===== src/rtl/arm_exec_monitor.sv =====
// ----------------------------------------------------------------------------
// arm_exec_monitor
// Execution monitor that sits beside the single-cycle ARM core. Each enabled
// cycle it samples the executing instruction, its PC, the ALU op and the ALU
// result, keeps saturating statistics, detects the end-of-program sentinel
// (HALT_REPEAT consecutive samples of HALT_INSTR) and flags a watchdog
// timeout after TIMEOUT sampled RUN cycles. All outputs are registered.
//
// Ports
//   CLK, RST     clock (rising edge), synchronous active-high reset
//   en           sample enable; when low every register holds
//   clr          synchronous soft clear, same effect as RST (lower priority)
//   Instr, PC    instruction executing this cycle and its PC
//   ALUResult    ALU output this cycle
//   ALUControl   ALU op this cycle (selects the histogram bin)
//   done         sentinel condition met (sticky until RST/clr)
//   timeout      watchdog expired (sticky until RST/clr)
//   running      monitor is in the RUN state
//   cycle_count  sampled RUN cycles
//   instr_count  non-sentinel instructions sampled
//   zero_count   non-sentinel samples whose ALUResult was zero
//   op_count     per-op histogram, bin i at [i*CNT_W +: CNT_W]
//   last_pc      PC of the most recent non-sentinel sample
// ----------------------------------------------------------------------------
module arm_exec_monitor #(
    parameter int                DATA_W      = 32,
    parameter int                OP_W        = 2,
    parameter int                CNT_W       = 16,
    parameter logic [DATA_W-1:0] HALT_INSTR  = 32'hE0000000,
    parameter int                HALT_REPEAT = 1,
    parameter int                TIMEOUT     = 1000
) (
    input  logic                        CLK,
    input  logic                        RST,
    input  logic                        en,
    input  logic                        clr,
    input  logic [DATA_W-1:0]           Instr,
    input  logic [DATA_W-1:0]           PC,
    input  logic [DATA_W-1:0]           ALUResult,
    input  logic [OP_W-1:0]             ALUControl,
    output logic                        done,
    output logic                        timeout,
    output logic                        running,
    output logic [CNT_W-1:0]            cycle_count,
    output logic [CNT_W-1:0]            instr_count,
    output logic [CNT_W-1:0]            zero_count,
    output logic [(2**OP_W)*CNT_W-1:0]  op_count,
    output logic [DATA_W-1:0]           last_pc
);

    localparam int NUM_OPS = 2**OP_W;

    typedef enum logic [1:0] {
        ST_IDLE = 2'd0,
        ST_RUN  = 2'd1,
        ST_DONE = 2'd2,
        ST_TMO  = 2'd3
    } state_t;

    state_t           state_r;
    logic [3:0]       rep_r;
    logic [CNT_W-1:0] op_cnt_r [NUM_OPS];

    logic             sampling_s;
    logic             is_halt_s;
    logic [3:0]       rep_inc_s;
    logic [CNT_W-1:0] cyc_inc_s;
    logic             done_hit_s;
    logic             tmo_hit_s;

    // Counters hold at all-ones instead of wrapping.
    function automatic logic [CNT_W-1:0] sat_inc(input logic [CNT_W-1:0] v);
        if (v == {CNT_W{1'b1}}) begin
            sat_inc = v;
        end else begin
            sat_inc = v + CNT_W'(1);
        end
    endfunction

    // Flatten the histogram bins onto the op_count bus.
    generate
        for (genvar g = 0; g < NUM_OPS; g++) begin : g_op_bus
            assign op_count[g*CNT_W +: CNT_W] = op_cnt_r[g];
        end
    endgenerate

    // Decide whether this cycle is sampled: IDLE's first enabled cycle already
    // counts as a RUN cycle, terminal states never sample.
    always_comb begin
        sampling_s = 1'b0;
        case (state_r)
            ST_IDLE: sampling_s = en;
            ST_RUN:  sampling_s = en;
            ST_DONE: sampling_s = 1'b0;
            ST_TMO:  sampling_s = 1'b0;
            default: sampling_s = 1'b0;
        endcase
    end

    // Sentinel and watchdog conditions for the current sample; done wins a tie.
    always_comb begin
        is_halt_s  = (Instr == HALT_INSTR);
        rep_inc_s  = rep_r + 4'd1;
        cyc_inc_s  = sat_inc(cycle_count);
        if (is_halt_s) begin
            done_hit_s = (rep_inc_s == 4'(HALT_REPEAT));
        end else begin
            done_hit_s = 1'b0;
        end
        tmo_hit_s  = (cyc_inc_s == CNT_W'(TIMEOUT)) && !done_hit_s;
    end

    // Monitor FSM with all statistics and status registered alongside it.
    always_ff @(posedge CLK) begin
        if (RST || clr) begin
            state_r     <= ST_IDLE;
            rep_r       <= 4'd0;
            done        <= 1'b0;
            timeout     <= 1'b0;
            running     <= 1'b0;
            cycle_count <= {CNT_W{1'b0}};
            instr_count <= {CNT_W{1'b0}};
            zero_count  <= {CNT_W{1'b0}};
            last_pc     <= {DATA_W{1'b0}};
            for (int i = 0; i < NUM_OPS; i++) begin
                op_cnt_r[i] <= {CNT_W{1'b0}};
            end
        end else if (sampling_s) begin
            cycle_count <= cyc_inc_s;
            if (is_halt_s) begin
                rep_r <= rep_inc_s;
            end else begin
                rep_r                <= 4'd0;
                instr_count          <= sat_inc(instr_count);
                last_pc              <= PC;
                op_cnt_r[ALUControl] <= sat_inc(op_cnt_r[ALUControl]);
                if (ALUResult == {DATA_W{1'b0}}) begin
                    zero_count <= sat_inc(zero_count);
                end else begin
                    zero_count <= zero_count;
                end
            end
            if (done_hit_s) begin
                state_r <= ST_DONE;
                done    <= 1'b1;
                running <= 1'b0;
            end else if (tmo_hit_s) begin
                state_r <= ST_TMO;
                timeout <= 1'b1;
                running <= 1'b0;
            end else begin
                state_r <= ST_RUN;
                running <= 1'b1;
            end
        end else begin
            state_r <= state_r;
        end
    end

endmodule


===== config.mk =====
export PLATFORM = sky130hd
export DESIGN_NAME = arm_exec_monitor
export DESIGN_NICKNAME = d
export VERILOG_FILES = /design/src/rtl/arm_exec_monitor.sv
export SDC_FILE = /design/constraint.sdc
export NUM_CORES = 1
export LEC_CHECK = 0
export BUFFER_PORTS_ARGS = -buffer_cell sky130_fd_sc_hd__buf_2
export CAP_MARGIN = 10
export CORE_AREA = 2 2 147 149
export CTS_BUF_LIST = sky130_fd_sc_hd__clkbuf_8
export CTS_CLUSTER_SIZE = 14
export DETAILED_ROUTE_END_ITERATION = 6
export DIE_AREA = 0 0 149 151
export PLACE_DENSITY = 0.58
export SLEW_MARGIN = 10
export SYNTH_ARGS = -nofsm -noshare
export SYNTH_HDL_FRONTEND = slang
export SYNTH_SLANG_ARGS = --single-unit

===== constraint.sdc =====
create_clock -name CLK -period 2.44 [get_ports CLK]
set_input_delay 0 -clock CLK [delete_from_list [all_inputs] [get_ports CLK]]
set_output_delay 0 -clock CLK [all_outputs]
set_load 0.05 [all_outputs]

Yosys cells after proc, flatten, opt, wreduce, memory -nomap -nowiden
Memory sizes are Yosys's and may differ from the RTL's.
Cells that the tools add are included.
- memory bits (writable): 64
- register bits: 89
- output and inout port bits: 147
- word-level logic and storage cells: 63
- memories kept: 1
- memory list (name ; depth ; bits a word ; rd ports ; clocked after Yosys merged registers in ; wr ports ; RTL line ; RTL):
    op_cnt_r ; 4 ; 16 ; 5 ; 0 ; 4 ; 62 ; logic [CNT_W-1:0] op_cnt_r [NUM_OPS];
- add/subtract/negate cells: 5
- equal/unequal tests: 10
- reduce and logical (&&, ||, !) cells: 13
- bitwise logic cells: 4
- mux-type cells: 21
- operators with widths (kind ; number):
    16-bit two-way mux ; 6
    16-bit by 1-bit adder with 16-bit output, second input constant ; 4
    16-bit == test, second input constant ; 4
    32-bit == test, second input constant ; 1
    32-bit zero test ; 1
    16-bit by 10-bit == test with 1-bit output, second input constant ; 1
    16-bit OR reduction ; 1
    1-bit two-way mux ; 10
    2-bit two-way mux ; 3
    3-bit AND reduction ; 2
    4-bit by 1-bit adder with 4-bit output, second input constant ; 1
    2-bit == test, second input constant ; 2
    4-bit by 1-bit == test with 1-bit output, second input constant ; 1
    4-bit two-way mux ; 1
    1-bit NOT ; 4
    2-bit AND reduction ; 2
    4-bit AND reduction ; 1
    2-bit OR reduction ; 2
    2-bit by 1-bit == test with 1-bit output, second input constant ; 1
    2-bit zero test ; 1
    1-bit one-hot mux with 2 select lines ; 1
    1-bit logical AND ; 1
    1-bit zero test ; 1
    1-bit logical OR ; 1

Depth between registers and ports, before layout
Gate-level depths: netlist (run 1).
- word-level depth: 8
- depth in mapped cells: 10
- gate-level depth less buffers: 7

Worst setup path after synthesis (run 1)
OpenSTA, ideal clock, no wires.
- path type: register to register
- from: register cycle_count[0]
- to: register timeout
- arrival time: 2.952 ns
- path slack: -0.599 ns
- buffers on the path: 1
- library setup time: 0.087 ns
- stages on the path, launching flop included: 9
- path through: dfxtp_1 > ha_1 > buf_2 > nand4_1 > nor4_1 > mux2_2 > a2111oi_0 > nand4_1 > o31ai_1
- word-level cells in the longest chain between the ends: 5
- elaborated cells between the ends (all ways): 6
- classes of those cells: add/sub: 1; eq/ne: 2; mux: 1; reduce/logical: 2
- ends and longest elaborated chain (what ; RTL line ; RTL):
    start: declaration ; 44 ; output logic [CNT_W-1:0] cycle_count,
    start signal: assignment ; 121 ; cycle_count <= {CNT_W{1'b0}};
    start signal: assignment ; 129 ; cycle_count <= cyc_inc_s;
    16-bit by 1-bit adder with 16-bit output / 16-bit == test (equally long branches) ; 76, 73 ;
    16-bit two-way mux (*) ; 73 ; if (v == {CNT_W{1'b1}}) begin
    16-bit by 10-bit == test with 1-bit output (*) ; 110 ; tmo_hit_s = (cyc_inc_s == CNT_W'(TIMEOUT)) && !done_hit_s;
    1-bit logical AND (*) ; 110 ;
    3-bit AND reduction (no source line) (*) ; - ;
    end signal: assignment ; 119 ; timeout <= 1'b0;
    end signal: assignment ; 149 ; timeout <= 1'b1;
    end: declaration ; 42 ; output logic timeout,
Mark *: on every way between the ends. The rest lies on a longest branch, timed or not.
A chain may end at the register's enable or synchronous reset.

==> key figures, run 1 <==
Outcome
  – Run status: finished clean

Global route
  – Total congestion overflow: 0
  – Gr busiest metal: met2
  – Largest net degree at the start of global routing: 35
  – Met2 Use GR: 31.7%
  – Vias in the first global route: 6548
  – First-pass GRT wire length: 34800 um
  – Initial antenna violation count: 0
  – GR Layer Usage met1: 26.9%
  – GRT Overall Usage: 19.9%
  – Global Route met3 Usage: 4.76%

Floorplan
  – Row count: 53
  – Initial Utilization: 34.8%
  – Full die area: 0.0225 mm^2
  – Die Span X: 149 um
  – I/O pin cnt: 249
  – Core area: 0.0208 mm^2
  – Die height: 151 um

STA
  – Final critical-path required period: 2.32 ns
  – RSZ-0062 raised after global routing: yes
  – Rel. slew slack: 32.2%
  – Worst Tran Pin Value: 1.02 ns
  – Final setup viols: 0
  – Final Hold Slack: 0.0363 ns
  – Final Hold Viols: 0
  – Setup TNS: 0 ns
  – Final period util: 95.1%
  – FMAX: 0.431 GHz
  – Final WS setup: 0.120 ns
  – Pins Over Slew Limit: 0
  – Setup Skew: 0.0132 ns

Drt
  – DRT Pass-1 Iters: 5
  – Number of remaining DRC errors: 0
  – Initial drt markers: 428
  – DR vias: 6999
  – Detailed Route WL: 23100 um
  – WL/cell: 17.0 um
  – Post-DRT Antenna Nets: 0
  – Vias/cell: 5.13

Critical path
  – Worst R2R Setup Slack: 0.12 ns
  – Worst path top cell family by delay: simple AND/OR/NAND/NOR gates
  – CP arrival: 2.52 ns
  – Worst Path Max Fanout: 6
  – CP max stage delay: 0.41 ns
  – Reg2Reg Depth: 7
  – Kind of critical path: reg2reg
  – CP required: 2.64 ns
  – Worst r2r src: op_cnt_r[1][0]
  – Cell breakdown of the critical path: mux4_2 -> ha_4 -> nand3_1 -> or2_2 -> nor2_4 -> mux2i_2 -> nor2_1
  – Startpoint Class: flip-flop
  – Worst Setup End Kind: flip-flop
  – CP bufs+invs: 0
  – Slowest stage cell, crit path: edfxtp_1
  – R2r endpoint: op_cnt_r[0][1]

CTS
  – Clk Latency, worst-skew pair: 0.45 ns
  – Inserted Clock Buffers: 17
  – Longest Clk Path Bufs: 2
  – CTS tree: built
  – Root Buffer: clkbuf_8
  – CTS H-Tree Depth: 4
  – Clock Sink Count: 152
  – Register clock-pin slew on the reported worst setup and hold paths: 0.10 ns

Yosys
  – Leading area contributor after synthesis: edfxtp_1
  – Post-Syn Nets: 871
  – Mapped Cells: 763
  – Syn Std Cell Area: 0.00725 mm^2
  – Syn avg cell area: 9.51 um^2
  – Top cell type's share of synthesized area: 26.5%
  – Ys flop type: dfxtp_1
  – Number of synthesized flops with an enable pin: 64
  – Synth warn: 0
  – Most frequent cell after synthesis: nand2_1
  – Synth top area cells: edfxtp_1 (26%), dfxtp_1 (24%), nand2_1 (5.7%)
  – Seq/Total Area, Yosys: 50.8%
  – Distinct cells, synth: 63
  – FFs w/ async S/R, synth: 0%
  – Most frequent cells after synthesis: nand2_1 (111), nor2_1 (110), dfxtp_1 (88), a21oi_1 (65), edfxtp_1 (64)
  – Seq cells post-synth: 152

Min path
  – WHS Endpoint: cycle_count[11]
  – Hold path depth: 4
  – Worst Hold Launch: RST
  – Worst hold path type: in2reg

Layout
  – Final Cell Area: 0.00997 mm^2
  – Final Non-Filler Cells: 1364
  – Layout cells sized above 1: 35.5%
  – Antenna diodes: 0
  – Post-layout util: 47.9%
  – Area Overhead vs Synth: 37.5%
  – Fillcell total: 2009
  – Multi-input logic area: 0.00343 mm^2
  – Register area: 0.00370 mm^2
  – Final net count: 1184

Power and ir drop
  – Leak: 4.14 nW
  – VDD IR max: 0.295 mV
  – Power Dens Cells: 548 mW/mm^2
  – Final Power: 5.46 mW

Placement
  – Port Buffer Count: 248
  – Placed cells: 1293
  – Gp weighted congestion: 0.843
  – Detailed placement HPWL: 16900 um
  – Dpl ws: -0.0252 ns
  – Placed Area: 0.00914 mm^2

Run
  – Max-cap violation count: 0
[cells in the final DEF (no fill, tap or decap), types with 7 or more instances in the layout]
cell type      count
or3_1             16
dlygate4sd3_1     33
dfxtp_2            7
a21oi_1           65
mux4_2            13
buf_4             50
nor4_1            21
and3_1             9
xnor2_1           13
dfxtp_1           79
nand2_1          111
or4_1              7
o21ai_0           24
a31oi_1            8
xor2_1            10
clkbuf_8          17
inv_1             11
nand3_1           24
edfxtp_1          64
nor2_1           109
nand4_1           24
nor3_1            13
buf_2            248
[sequential cells by signal, indices dropped and copies added, names as in the netlist]
name / flops
cycle_count: 16
done: 1
instr_count: 16
last_pc: 32
op_cnt_r: 64
rep_r: 4
running: 1
state_r: 1
timeout: 1
zero_count: 16
[report_power, final]
group          internal (mW)  leakage [nW]  switching, mW
registers               2.72          1.43         0.0473
clock network          0.824         0.174           1.06
logic                  0.270          2.54          0.547
total                   3.81          4.14           1.65
[repair_timing]
action,CTS,global route
hold buffers,33,0
setup endpoints to repair,0,6
endpoints found under the hold margin,33,0
gates resized for setup,0,13
setup buffers,0,6
[how the worst max path moves through the flow]
stage | startpoint | endpoint | slack, ns | cells after the start
6_report | op_cnt_r[1][0] | op_cnt_r[0][1] | 0.12 | 7
4_1_cts | cycle_count[6] | timeout | 0.13 | 6
2_1_floorplan | cycle_count[0] | timeout | 0.007 | 8
3_5_place_dp | ALUControl[0] | op_cnt_r[1][1] | -0.03 | 8
5_1_grt | cycle_count[11] | timeout | -0.002 | 6
3_3_place_gp | ALUControl[0] | op_cnt_r[1][1] | 0.03 | 8
[cells by family (layout without fill, tap and decap cells)]
kind of cell | after synthesis | after routing | synth area share (%)
fa+ha+maj | 6 | 6 | 1.03
simple gates | 374 | 374 | 25.3
compound gates | 128 | 128 | 10.3
buf+inv | 55 | 381 | 3.41
flops | 152 | 152 | 50.8
xor+xnor | 24 | 24 | 2.90
mux | 24 | 24 | 6.24
[routing by layer]
metal | vias to the layer above | share of wire (%)
met4 | 0 | 1.7
met2 | 216 | 48
met1 | 3351 | 44
met5 | - | 0
li1 | 3403 | -
met3 | 29 | 6.3
[worst min-delay path, cell delays in order]
cell and delay [ns]:
buf_2 0.08, nor2_1 0.05, buf_4 0.18, and2_1 0.14
[area by class of cell]
class	count	area share, %
sequential	152	37.1
clock inverter	15	1.42
inverter	11	0.414
timing repair buffer	338	20.8
clock buffer	17	2.35
tap	275	3.45
multi-input combinational	556	34.4
Power figures use the tool's default switching activity.
==> run 2: changes to the inputs <==
--- a/config.mk
+++ b/config.mk
@@ -7,11 +7,11 @@
 export LEC_CHECK = 0
 export BUFFER_PORTS_ARGS = -buffer_cell sky130_fd_sc_hd__buf_2
 export CAP_MARGIN = 10
-export CORE_AREA = 2 2 147 149
+export CORE_AREA = 2 2 112 196
 export CTS_BUF_LIST = sky130_fd_sc_hd__clkbuf_8
 export CTS_CLUSTER_SIZE = 14
 export DETAILED_ROUTE_END_ITERATION = 6
-export DIE_AREA = 0 0 149 151
+export DIE_AREA = 0 0 114 198
 export PLACE_DENSITY = 0.58
 export SLEW_MARGIN = 10
 export SYNTH_ARGS = -nofsm -noshare
==> key figures, run 2 (same netlist as run 1, synthesis figures left out) <==
Floorplan
  – Die height: 198 um
  – Full die area: 0.0226 mm^2
  – Core area: 0.0211 mm^2
  – Row count: 71
  – Die Span X: 114 um
  – I/O pin cnt: 249
  – Initial Utilization: 34.3%

Power and ir drop
  – P_int: 4.34 mW
  – Switching Power: 1.56 mW
  – Flop pwr share: 46.7%
  – Combinational share of power: 14.0%
  – VDD IR max: 0.303 mV
  – Clock power share: 39.3%
  – Power Dens Cells: 585 mW/mm^2
  – Switching Fraction: 26.5%
  – Leak: 4.25 nW

Global route
  – GRT Overall Usage: 20.8%
  – Total congestion overflow: 0
  – Largest net degree at the start of global routing: 47
  – Initial antenna violation count: 0
  – First-pass GRT wire length: 36300 um
  – Vias in the first global route: 6982

Critical path
  – CP max stage delay: 0.40 ns
  – Crit path top cell by count: nand4_1
  – CP arrival: 2.65 ns
  – Startpoint Class: flip-flop
  – Cell breakdown of the critical path: ha_1 -> nand4_1 -> buf_4 -> nor4b_2 -> o211ai_1 -> a2111oi_2 -> nand4_1 -> o31ai_1
  – Slowest stage cell, crit path: a2111oi_2
  – CP bufs+invs: 1
  – Kind of critical path: reg2reg
  – Worst path top cell family by delay: compound AO/OA/AOI/OAI gates
  – Worst Path Max Fanout: 8
  – Worst Setup End Kind: flip-flop
  – CP required: 2.83 ns

Drt
  – Initial drt markers: 394
  – DR vias: 7088
  – Number of remaining DRC errors: 0
  – Post-DRT Antenna Nets: 0
  – Vias/cell: 5.22
  – WL/cell: 17.2 um
  – Detailed Route WL: 23400 um
  – DRT Pass-1 Iters: 5

Placement
  – Placed Area: 0.00924 mm^2
  – Port Buffer Count: 248
  – Detailed placement HPWL: 17200 um
  – Placed cells: 1292
  – Gp weighted congestion: 0.912

Layout
  – Final Non-Filler Cells: 1358
  – Final net count: 1198
  – Biggest registers after layout: op_cnt_r: 64 flops, last_pc: 32 flops
  – Multi-input logic area: 0.00338 mm^2
  – Area Overhead vs Synth: 39.0%
  – Most common cell after layout, fill and taps aside: buf_2
  – Fillcell total: 2107
  – Register area: 0.00370 mm^2
  – Commonest cells after routing, fill and taps aside: buf_2 (248), nand2_1 (111), nor2_1 (109)
  – Max reg flops: 64
  – Antenna diodes: 0
  – Reg with most FFs: op_cnt_r
  – Post-layout util: 47.7%
  – Layout cells sized above 1: 36.0%
  – Final Cell Area: 0.0101 mm^2

STA
  – Worst Tran Pin Value: 0.863 ns
  – Final setup viols: 0
  – Final period util: 92.9%
  – Rel. slew slack: 42.5%
  – Final Hold Viols: 0
  – FMAX: 0.441 GHz
  – Final Hold Slack: 0.0476 ns
  – RSZ-0062 raised after global routing: yes
  – Final critical-path required period: 2.27 ns
  – Setup TNS: 0 ns
  – Pins Over Slew Limit: 0
  – Setup Skew: 0.0115 ns

CTS
  – Longest Clk Path Bufs: 2
  – Root Buffer: clkbuf_8
  – CTS H-Tree Depth: 4
  – Clk Latency, worst-skew pair: 0.47 ns
  – Clock Sink Count: 152
  – Inserted Clock Buffers: 17
  – CTS tree: built
  – Register clock-pin slew on the reported worst setup and hold paths: 0.09 ns

Run
  – Max-cap violation count: 0

Min path
  – Worst hold path type: in2reg

Outcome
  – Run status: finished clean
[run 2: cell types whose count changed in the layout (fill, tap and decap cells not counted), sizes merged]
cell      before  now
inv           17   14
bufinv         1    6
buf          305  319
clkbuf        17   18
clkinvlp       6    0
clkinv         2    5
[run 2: final timing paths]
check	from	endpoint	slack (ns)	cells past startpoint
max	cycle_count[1]	timeout	0.17	8
min	RST	cycle_count[14]	0.05	5
max reg2reg	cycle_count[1]	timeout	0.17	8
min reg2reg	last_pc[26]	last_pc[26]	0.45	2
[run 2: power by group through the flow]
| stage | sequential (mW) | combinational (mW) | clock (mW) |
|---|---|---|---|
| floorplan | 3.08 | 0.224 | 0 |
| global placement | 2.82 | 0.773 | 0 |
| detailed placement | 2.82 | 0.780 | 0 |
| CTS | 2.76 | 0.825 | 2.37 |
| global route | 2.77 | 0.877 | 2.47 |
| finish | 2.76 | 0.826 | 2.32 |
[run 2: layer usage]
metal  GRT usage, %  up-vias  part of all wire, %
met1           21.6     3392                   37
met4           7.77        0                  2.7
li1               -     3430                    -
met3           4.29       40                  4.8
met5              0        -                    0
met2           40.1      226                   56
[run 2: layout make-up]
cell class,count,area share (%)
flip-flops and latches,152,36.7
multi-input cells,556,33.5
repair buffers,352,21.5
well taps,255,3.16
clock buffers,18,2.46
clock inverters,14,2.27
inverters,11,0.409
[run 2: what timing repair did]
| action | in CTS | in global routing |
|---|---|---|
| endpoints found under the setup margin | 0 | 13 |
| gates resized for setup | 0 | 6 |
| endpoints found under the hold margin | 33 | 0 |
| buffers inserted | 0 | 1 |
| hold buffers | 33 | 0 |
[run 2: metrics by stage]
stage / power [mW] / setup slack (ns)
after detailed placement: 3.60 / 0.129
final: 5.90 / 0.174
after global placement: 3.59 / 0.149
after CTS: 5.96 / 0.120
after global routing: 6.12 / -0.0464
after floorplan: 3.30 / 0.00699
[run 2: worst min-delay path, stage by stage]
cell and delay [ns]:
buf_2 0.08, nor2_1 0.06, buf_4 0.20, o21ai_0 0.08
nor2_1 0.04
==> run 3: changes to the inputs <==
--- a/config.mk
+++ b/config.mk
@@ -7,11 +7,11 @@
 export LEC_CHECK = 0
 export BUFFER_PORTS_ARGS = -buffer_cell sky130_fd_sc_hd__buf_2
 export CAP_MARGIN = 10
-export CORE_AREA = 2 2 112 196
+export CORE_AREA = 2 2 164 134
 export CTS_BUF_LIST = sky130_fd_sc_hd__clkbuf_8
 export CTS_CLUSTER_SIZE = 14
 export DETAILED_ROUTE_END_ITERATION = 6
-export DIE_AREA = 0 0 114 198
+export DIE_AREA = 0 0 166 136
 export PLACE_DENSITY = 0.58
 export SLEW_MARGIN = 10
 export SYNTH_ARGS = -nofsm -noshare
==> key figures, run 3 (same netlist as run 1, synthesis figures left out) <==
STA
  – Final critical-path required period: 2.39 ns
  – RSZ-0062 raised after global routing: yes
  – Final setup viols: 0
  – Final Hold Viols: 0
  – Final period util: 97.9%
  – Pins Over Slew Limit: 0
  – FMAX: 0.418 GHz
  – Final Hold Slack: 0.0352 ns
  – Rel. slew slack: 39.8%
  – Setup Skew: 0.0160 ns
  – Worst Tran Pin Value: 0.903 ns
  – Setup TNS: 0 ns

Layout
  – Antenna diodes: 0
  – Final net count: 1183
  – Commonest cells after routing, fill and taps aside: buf_2 (248), nand2_1 (111), nor2_1 (109)
  – Layout cells sized above 1: 35.3%
  – Final Non-Filler Cells: 1363
  – Max reg flops: 64
  – Final Cell Area: 0.00991 mm^2
  – Most common cell after layout, fill and taps aside: buf_2
  – Area Overhead vs Synth: 36.6%
  – Biggest registers after layout: op_cnt_r: 64 flops, last_pc: 32 flops
  – Reg with most FFs: op_cnt_r

Power and ir drop
  – VDD IR max: 0.277 mV
  – Leak: 4.14 nW
  – Power Dens Cells: 551 mW/mm^2
  – Final Power: 5.46 mW

Floorplan
  – Die height: 136 um
  – Full die area: 0.0226 mm^2
  – Core area: 0.0211 mm^2
  – Row count: 48
  – Initial Utilization: 34.4%
  – Die Span X: 166 um
  – I/O pin cnt: 249

Critical path
  – Worst Setup End Kind: flip-flop
  – CP required: 2.80 ns
  – Kind of critical path: reg2reg
  – Worst Path Max Fanout: 6
  – Startpoint Class: flip-flop
  – CP arrival: 2.75 ns

Drt
  – DRT Pass-1 Iters: 5
  – Detailed Route WL: 23100 um
  – DR vias: 7008
  – Number of remaining DRC errors: 0
  – Max layer used: met4
  – Routed wl met2: 10800 um
  – Vias/cell: 5.14
  – Initial drt markers: 654
  – Post-DRT Antenna Nets: 0
  – WL/cell: 16.9 um
  – Wire length on met3: 1380 um
  – Post-Route M1 WL: 10600 um

Placement
  – Detailed placement HPWL: 16400 um
  – Placed Area: 0.00906 mm^2
  – Gp weighted congestion: 0.851
  – Placed cells: 1290
  – Port Buffer Count: 248

CTS
  – Register clock-pin slew on the reported worst setup and hold paths: 0.09 ns
  – Inserted Clock Buffers: 17
  – CTS tree: built
  – Root Buffer: clkbuf_8
  – Clk Latency, worst-skew pair: 0.46 ns
  – Longest Clk Path Bufs: 2
  – CTS H-Tree Depth: 4
  – Clock Sink Count: 152

Global route
  – GRT Overall Usage: 19.9%
  – Initial antenna violation count: 0
  – Vias in the first global route: 6499
  – First-pass GRT wire length: 35500 um
  – Total congestion overflow: 0
  – Largest net degree at the start of global routing: 45

Min path
  – Worst hold path type: in2reg

Run
  – Max-cap violation count: 0

Outcome
  – Run status: finished clean
[run 3: changes by cell type in the layout (fill, tap and decap cells not counted), moves of 2 or more]
cell,previous run,this run
inv_1,13,11
inv_6,1,5
clkinv_2,3,1
buf_12,5,2
clkinvlp_4,0,4
bufinv_16,6,1
buf_4,66,53
[run 3: power breakdown]
part / switching (mW) / internal (mW)
sequential: 0.0454 / 2.72
combinational: 0.544 / 0.262
clock: 1.06 / 0.825
[run 3: critical path, stage by stage, from the launching register on]
cell and delay [ns]:
dfxtp_4 0.39, ha_2 0.18, nand4_1 0.24, buf_6 0.23, nor4b_4 0.25, o211ai_1 0.17, a2111oi_4 0.35, nand4_1 0.22
o31ai_1 0.26
[run 3: worst paths after layout]
kind	slack, ns	depth (start not counted)	end	start
setup reg to reg	0.05	8	timeout	cycle_count[1]
hold / removal	0.04	5	cycle_count[14]	RST
hold reg to reg	0.45	2	last_pc[7]	last_pc[7]
setup / recovery	0.05	8	timeout	cycle_count[1]
[run 3: repair_timing]
item / in CTS / in global routing
endpoints found under the setup margin: 0 / 7
resized for setup: 0 / 12
hold endpoints to repair: 33 / 0
hold buffers: 33 / 0
setup buffers: 0 / 8
[run 3: routing by layer]
layer,up-vias,global-route usage [%]
li1,3403,-
met1,3361,28.2
met2,217,30.1
met3,27,5.07
met4,0,5.80
met5,-,0
[run 3: final cells by class]
cell class / instances / area, um^2
Fill cell: 2040 / 11200
Multi-Input combinational cell: 556 / 3430
Inverter: 11 / 41.3
Clock buffer: 17 / 234
Tap cell: 275 / 344
Sequential cell: 152 / 3700
Clock inverter: 15 / 141
Timing Repair Buffer: 337 / 2020
[run 3: through the flow]
stage	utilization, %	setup slack (ns)
final	47.0	0.0502
after floorplan	-	0.00699
after detailed placement	43.0	0.0368
after global routing	47.0	-0.0728
after CTS	46.3	0.0183
after global placement	43.0	0.118
